<file path="src/rtl/mtx_stream_loader.sv">
// mtx_stream_loader
// Double-buffered N x N complex matrix assembler. Cells arrive one at a time
// under valid/ready handshaking and are collected in a shadow bank. Once every
// real and imaginary cell has been seen, the shadow bank is copied to the
// active bank in a single edge, unless the consumer is holding it frozen.
module mtx_stream_loader #(
    parameter  int CELL_W   = 19,
    parameter  int DIM_LOG2 = 1,
    localparam int N        = 2 ** DIM_LOG2,
    localparam int NCELL    = 2 * N * N,
    localparam int CNT_W    = 2 * DIM_LOG2 + 2,
    localparam int IDX_W    = 2 * DIM_LOG2 + 1
) (
    input  logic                      clk,
    input  logic                      reset,
    input  logic [CELL_W-1:0]         in_cell,
    input  logic                      in_imag,
    input  logic [DIM_LOG2-1:0]       in_row,
    input  logic [DIM_LOG2-1:0]       in_col,
    input  logic                      in_valid,
    output logic                      in_ready,
    input  logic                      new_mtx,
    input  logic                      hold,
    output logic [NCELL*CELL_W-1:0]   matrix_flat,
    output logic                      mtx_valid,
    output logic                      done,
    output logic                      dup_err,
    output logic [CNT_W-1:0]          cell_count
);

    typedef enum logic [1:0] {
        S_EMPTY   = 2'd0,
        S_LOADING = 2'd1,
        S_FULL    = 2'd2
    } state_t;

    state_t            state;
    logic              armed;
    logic [NCELL-1:0]  mask;
    logic [CELL_W-1:0] shadow [NCELL];

    // {imag,row,col} concatenated is exactly imag*N*N + row*N + col
    logic [IDX_W-1:0]  idx;
    logic              accept;
    logic [NCELL-1:0]  mask_base;
    logic [NCELL-1:0]  mask_nxt;
    logic [CNT_W-1:0]  cnt_base;
    logic [CNT_W-1:0]  cnt_nxt;
    logic              hit;

    assign idx      = {in_imag, in_row, in_col};
    // Ready depends only on registered state so it never loops back through in_valid;
    // armed keeps it low until the first edge after reset release.
    assign in_ready = armed && (state != S_FULL);
    assign accept   = in_valid && in_ready;

    // Next mask/count: a concurrent new_mtx clears first, then the accepted cell is recorded
    always_comb begin
        mask_base = new_mtx ? '0 : mask;
        cnt_base  = new_mtx ? '0 : cell_count;
        hit       = mask_base[idx];
        mask_nxt  = mask_base;
        if (accept) begin
            mask_nxt[idx] = 1'b1;
        end
        cnt_nxt = cnt_base + {{(CNT_W-1){1'b0}}, accept & ~hit};
    end

    // Ready qualifier: goes high on the first edge after reset is released
    always_ff @(posedge clk or negedge reset) begin
        if (!reset) begin
            armed <= 1'b0;
        end else begin
            armed <= 1'b1;
        end
    end

    // Load/commit FSM with shadow and active banks
    always_ff @(posedge clk or negedge reset) begin
        if (!reset) begin
            state       <= S_EMPTY;
            mask        <= '0;
            cell_count  <= '0;
            matrix_flat <= '0;
            mtx_valid   <= 1'b0;
            done        <= 1'b0;
            dup_err     <= 1'b0;
            for (int k = 0; k < NCELL; k++) begin
                shadow[k] <= '0;
            end
        end else begin
            done    <= 1'b0;
            dup_err <= 1'b0;
            case (state)
                S_FULL: begin
                    if (new_mtx) begin
                        // Discard the completed but uncommitted shadow
                        mask       <= '0;
                        cell_count <= '0;
                        state      <= S_EMPTY;
                    end else if (!hold) begin
                        for (int k = 0; k < NCELL; k++) begin
                            matrix_flat[k*CELL_W +: CELL_W] <= shadow[k];
                        end
                        mtx_valid  <= 1'b1;
                        done       <= 1'b1;
                        mask       <= '0;
                        cell_count <= '0;
                        state      <= S_EMPTY;
                    end
                end
                default: begin
                    mask       <= mask_nxt;
                    cell_count <= cnt_nxt;
                    dup_err    <= accept && hit;
                    if (accept) begin
                        shadow[idx] <= in_cell;
                        state       <= (&mask_nxt) ? S_FULL : S_LOADING;
                    end else if (new_mtx) begin
                        state <= S_EMPTY;
                    end
                end
            endcase
        end
    end

endmodule

</file>
<file path="config.mk">
export PLATFORM = sky130hd
export DESIGN_NAME = mtx_stream_loader
export DESIGN_NICKNAME = d
export VERILOG_FILES = /design/src/rtl/mtx_stream_loader.sv
export SDC_FILE = /design/constraint.sdc
export NUM_CORES = 1
export LEC_CHECK = 0
export ABC_AREA = 1
export CORE_ASPECT_RATIO = 0.8
export CORE_MARGIN = 5
export CORE_UTILIZATION = 30
export DETAILED_ROUTE_END_ITERATION = 8
export GPL_TIMING_DRIVEN = 0
export HOLD_SLACK_MARGIN = 0.1
export MAX_ROUTING_LAYER = met4
export PLACE_DENSITY = 0.52
export SLEW_MARGIN = 5
export SYNTH_ARGS = -nofsm -noshare
export SYNTH_HDL_FRONTEND = slang
export SYNTH_SLANG_ARGS = --single-unit
</file>
<file path="constraint.sdc">
create_clock -name clk -period 2.3 [get_ports clk]
set_clock_uncertainty 0.2 [all_clocks]
set_input_delay 0.69 -clock clk [delete_from_list [all_inputs] [get_ports clk]]
set_output_delay 0.69 -clock clk [all_outputs]
set_load 0.05 [all_outputs]
</file>
# Word level (Yosys, flattened, before mapping)
# Cells that the tools add are included.
[op_classes]
bitwise = 7
magnitude_cmp = 4
n_reduce_logical = 10
n_addsub = 1
eq_ne = 3
muxes = 26
[ops]
columns = ["cell", "count"]
rows = [
  ["$bwmux W152", 1],
  ["$demux W19 S3", 1],
  ["$mux W8", 5],
  ["$mux W19", 1],
  ["$mux W4", 4],
  ["$mux W2", 6],
  ["$or A8 B8 Y8", 1],
  ["$reduce_and A8 Y1", 1],
  ["$mux W1", 6],
  ["$logic_and A1 B1 Y1", 5],
  ["$add A4 B1 Y4", 1],
  ["$ge A4 B4 Y1 const B", 1],
  ["$lt A3 B4 Y1 const B", 1],
  ["$lt A4 B1 Y1 const B", 1],
  ["$not A1 Y1", 4],
  ["$not A3 Y4", 1],
  ["$reduce_and A2 Y1", 2],
  ["$bmux W1 S3", 1],
  ["$demux W1 S3", 1],
  ["$ge A3 B1 Y1 const B", 1],
  ["$ne A3 B3 Y1 const B", 1],
  ["$reduce_and A3 Y1", 1],
  ["$reduce_bool A3 Y1", 1],
  ["$eq A2 B2 Y1 const B", 1],
  ["2 further kinds", 2],
]
[word_totals]
word_cells = 67
output_inout_bits = 160
register_bits = 322

# Longest topological paths before layout
[logic_depth]
depth_word = 10
ltp_mapped = 12
depth_no_buf = 12

# Worst setup path after synthesis
# OpenSTA, ideal clock, no wires.
[synth_timing]
path_type = "input-to-reg"
start = "in in_valid"
end = "reg cell_count[1]"
t_required_ns = 1.973
path_buffers = 2
setup_ns = 0.127
t_arrival_ns = 1.830
cell_stages = 8
setup_slack_ns = 0.143
cell_sequence = "nand3_2 buf_6 buf_6 nor4_1 ha_1 ha_1 nand2_1 o21ai_0"
[synth_via]
elab_chain_len = 4
[synth_rtl]
columns = ["item", "line_no", "rtl"]
rows = [
  ["start: declaration", "20", "input logic in_valid,"],
  ["$logic_and A1 B1 Y1", "55", "assign accept = in_valid && in_ready;"],
  ["$and A1 B1 Y1", "66", "cnt_nxt = cnt_base + {{(CNT_W-1){1'b0}}, accept & ~hit};"],
  ["$add A4 B1 Y4", "66", ""],
  ["$mux W4", "94", "case (state)"],
  ["end signal: assignment", "114", "cell_count <= cnt_nxt;"],
  ["end: declaration", "28", "output logic [CNT_W-1:0] cell_count"],
]
# Every way passes these cells.
# A chain may end at the register's enable or synchronous reset.

# Worst setup path after layout
[layout_timing]
start = "in in_valid"
end = "reg cell_count[2]"
# The elaborated chain is that of the path after synthesis.

==> results.py <==
metrics = {
    "status": {
        "run_status": "finished, final reports clean",
    },
    "timing": {
        "timing.final.ws_setup_ns": 0.0322,
        "worst-slew-pin-transition_ns": 1.14,
        "minimum_clock_period_ns": 2.27,
        "worst_slew_margin_rel_pct": 24.3,
        "final_max_slew_viol_count": 0,
        "min_period_over_period_pct": 98.6,
        "setup_viol": 0,
        "hold_violations": 0,
        "rsz_0062_raised_after_global_routing": "true",
        "achievable-frequency_mhz": 441,
    },
    "logic_synthesis": {
        "synthDominantCellAreaShare_pct": 62.4,
        "synthesis.area_per_instance_um2": 10.1,
        "synth_top_cells_by_area": "sky130_fd_sc_hd__dfrtp_1, sky130_fd_sc_hd__nand2_1, sky130_fd_sc_hd__o21ai_2, sky130_fd_sc_hd__o21ai_1, sky130_fd_sc_hd__inv_1",
        "syn-instance-count": 1274,
        "seq_area_frac_synth_pct": 62.4,
        "ys_ff_latch": 322,
        "netlist_area_um2": 12900,
        "synth.lib_cells_used.distinct": 31,
        "synth-warning-count": 0,
        "synth.net_count": 1303,
        "post-synth-top-area-cell": "sky130_fd_sc_hd__dfrtp_1",
    },
    "detailed_routing": {
        "drt_pre_antenna_iters": 5,
        "post-route-drc-count": 0,
        "wl_um": 39000,
        "drtAntennaViolNets": 0,
        "vias": 9346,
        "first_iter_violations": 654,
        "detail_route.wl_per_cell_um": 18.9,
        "drt-vias-per-instance": 4.52,
    },
    "final_layout": {
        "final_non_filler_cells": 2067,
        "flow.area_growth_from_synthesis_pct": 27.6,
        "utilization_pct": 38.4,
        "layout.cells.most_common": "sky130_fd_sc_hd__nand2_1",
        "num-nets-final": 1516,
        "insertedDiodeCount": 0,
        "post_route_cells_drive_above_1_share_pct": 26.9,
        "layout.cells.most_common_list": "sky130_fd_sc_hd__nand2_1, sky130_fd_sc_hd__dfrtp_1, sky130_fd_sc_hd__inv_1",
        "area_of_all_placed_cells_without_fillers_um2": 16500,
    },
    "global_route": {
        "initial_antenna_violation_count": 0,
        "via_count_of_the_first_global_routing_pass": 9582,
        "track_usage_pct": 16.8,
        "grt_max_degree": 114,
        "grt_remaining_overflow": 0,
        "grt_first_pass_wirelength_um": 59400,
    },
    "cts": {
        "maximum_level_of_the_cts_h_tree": 2,
        "cts_made_buffers": 36,
        "clock-root-buffer": "sky130_fd_sc_hd__clkbuf_16",
        "cts.path.max_buffers": 3,
        "clk-insertion-delay-late_ns": 0.51,
        "cts.clk_slew.worst_paths_ns": 0.06,
        "cts_tree": "yes",
        "cts.sinks": 322,
    },
    "floorplan": {
        "die_height_um": 196,
        "top_level_port_count": 187,
        "design.core.area_um2": 42900,
        "floorplan.die.width_um": 242,
        "initial_utilization_pct": 30.1,
        "fp.dieArea_um2": 47300,
        "cell_row_count": 68,
    },
    "setup_path": {
        "regToRegStartpoint": "state[1]$_DFFE_PN0P_",
        "timing_worst_setup_path_type": "in2reg",
        "path_cells": "clkdlybuf4s50_1 > nand3_2 > buf_6 > buf_6 > nor4_4 > ha_2 > ha_1 > a22oi_1 > a31oi_1",
        "critPathCaptureType": "flip-flop",
        "cp.arrival_ns": 2.50,
        "r2r_cells": 9,
        "critical_path_peak_fanout": 10,
        "critical_path.startpoint_type": "primary input",
        "rrSetupSlack_ns": 0.19,
        "timing.critical_path.buf_inv": 3,
        "crit-reg2reg-capture": "cell_count[2]$_DFFE_PN0P_",
        "critical-path-top-cell-by-count": "sky130_fd_sc_hd__buf_6",
        "timing.critical_path.slowest_cell_delay_ns": 0.47,
        "worst_path_slowest_cell": "sky130_fd_sc_hd__clkdlybuf4s50_1",
        "timing.critical_path.required_ns": 2.53,
        "cpLargestDelayFamily": "buffers and inverters",
    },
    "hold_path": {
        "holdCritStartpoint": "new_mtx",
        "hold-path-endpoint": "done$_DFF_PN0_",
        "number_of_cells_traversed_by_the_worst_hold_path": 2,
        "hold_path.class": "in2reg",
    },
    "placement": {
        "gp_routability_congestion": 0.824,
        "post-place-cells": 2004,
        "buffer_ports.inserted": 167,
        "hpwl_um": 25700,
        "placement.setup.worst_slack_ns": -1.05,
        "post_placement_cell_area_um2": 15400,
    },
    "power_and_ir_drop": {
        "power.static_leakage_uw": 0.00781,
        "cellPowerDensity_nw_per_um2": 880,
        "vdd.ir_drop.worst_mv": 0.402,
    },
    "job": {
        "maximum_capacitance_violations": 0,
    },
}
## stage by stage
| stage | setup TNS (ns) | total power, uW | hold WS, ns |
|---|---|---|---|
| 2_1_floorplan | 0 | 8220 | 0.194 |
| 3_3_place_gp | -4593.25 | 9020 | 0.254 |
| 3_5_place_dp | -101.29 | 9070 | 0.264 |
| 4_1_cts | -0.0282 | 14700 | 0.278 |
| 5_1_grt | -0.0138 | 15200 | 0.245 |
| 6_report | 0 | 14500 | 0.263 |
## worst reg2reg max path: stages (launching register included)
cell,delay [ns]
sky130_fd_sc_hd__dfrtp_1,0.40
sky130_fd_sc_hd__nand2_4,0.10
sky130_fd_sc_hd__nand3_2,0.09
sky130_fd_sc_hd__buf_6,0.14
sky130_fd_sc_hd__buf_6,0.14
sky130_fd_sc_hd__nor4_4,0.31
sky130_fd_sc_hd__ha_2,0.26
sky130_fd_sc_hd__ha_1,0.17
sky130_fd_sc_hd__a22oi_1,0.09
sky130_fd_sc_hd__a31oi_1,0.15
## synth_stat cells
cell / number
sky130_fd_sc_hd__nand2_4: 1
sky130_fd_sc_hd__conb_1: 1
sky130_fd_sc_hd__nor2_1: 16
sky130_fd_sc_hd__o21a_1: 1
sky130_fd_sc_hd__o21ai_1: 134
sky130_fd_sc_hd__nor3_1: 2
sky130_fd_sc_hd__o22ai_1: 10
sky130_fd_sc_hd__inv_2: 4
sky130_fd_sc_hd__buf_2: 21
sky130_fd_sc_hd__inv_1: 164
sky130_fd_sc_hd__dfrtp_1: 322
sky130_fd_sc_hd__buf_1: 4
sky130_fd_sc_hd__nor2_8: 2
sky130_fd_sc_hd__a21oi_1: 1
sky130_fd_sc_hd__a31oi_1: 1
sky130_fd_sc_hd__nand3_1: 12
sky130_fd_sc_hd__o21ai_2: 111
sky130_fd_sc_hd__o21bai_2: 1
sky130_fd_sc_hd__nand2_1: 324
sky130_fd_sc_hd__nand4_1: 1
sky130_fd_sc_hd__buf_4: 22
sky130_fd_sc_hd__nor4_1: 1
sky130_fd_sc_hd__clkbuf_1: 10
sky130_fd_sc_hd__or2_2: 1
sky130_fd_sc_hd__ha_1: 2
sky130_fd_sc_hd__buf_6: 30
sky130_fd_sc_hd__nand3_2: 1
sky130_fd_sc_hd__nor2_2: 1
sky130_fd_sc_hd__a22oi_1: 1
sky130_fd_sc_hd__o21ai_0: 71
sky130_fd_sc_hd__inv_4: 1
## worst max path at each step
stage | from | to | slack [ns] | cells past startpoint
after global routing | in_valid | cell_count[2]$_DFFE_PN0P_ | -0.01 | 9
after global placement | reset | matrix_flat[132]$_DFFE_PN0P_ | -14.00 | 1
after detailed placement | new_mtx | cell_count[1]$_DFFE_PN0P_ | -1.05 | 11
after CTS | state[1]$_DFFE_PN0P_ | in_ready | -0.03 | 4
after floorplan | in_valid | cell_count[1]$_DFFE_PN0P_ | 0.14 | 8
final | in_valid | cell_count[2]$_DFFE_PN0P_ | 0.03 | 9
## kinds of logic (layout without fill, tap and decap cells)
logic type	Yosys count	after routing	share of synthesized area (%)
simple gates	362	362	11.1
buf+inv	256	489	10.0
fa+ha+maj	2	2	0.194
compound gates	331	331	16.2
flops	322	322	62.4
other cells	1	1	0.0290
## metal layers
| metal | share of wire [%] | global-route usage, % |
|---|---|---|
| met3 | 4.8 | 3.04 |
| met4 | 2.4 | 4.48 |
| met1 | 48 | 23.8 |
| met5 | 0 | - |
| met2 | 45 | 25.1 |
## area by class of cell
| class | instances | area (um2) |
|---|---|---|
| Fill cell | 4342 | 26400 |
| Clock buffer | 52 | 1050 |
| Clock inverter | 6 | 80.1 |
| Inverter | 169 | 637 |
| Buffer | 87 | 662 |
| Multi-Input combinational cell | 696 | 3590 |
| Sequential cell | 322 | 8060 |
| Timing Repair Buffer | 175 | 1700 |
| Tap cell | 560 | 701 |
## flip-flops by register name, indices dropped and copies added, names as in the netlist
name         cells
matrix_flat    152
done             1
mask             8
dup_err          1
shadow         152
cell_count       4
armed            1
mtx_valid        1
state            2
## power by group
part	internal [uW]	leakage (uW)	switching, uW
clock network	3370	0.000560	2240
registers	6450	0.00402	262
logic	601	0.00324	1580
## repair_timing
action / 4_1_cts / 5_1_grt
setup endpoints to repair: 164 / 56
endpoints found under the hold margin: 32 / 0
gates cloned: 0 / 1
setup buffers: 0 / 3
gates resized for setup: 432 / 55
hold buffers: 1 / 0
pin swaps: 2 / 3
No activity file was read; power rests on OpenSTA's default activity.
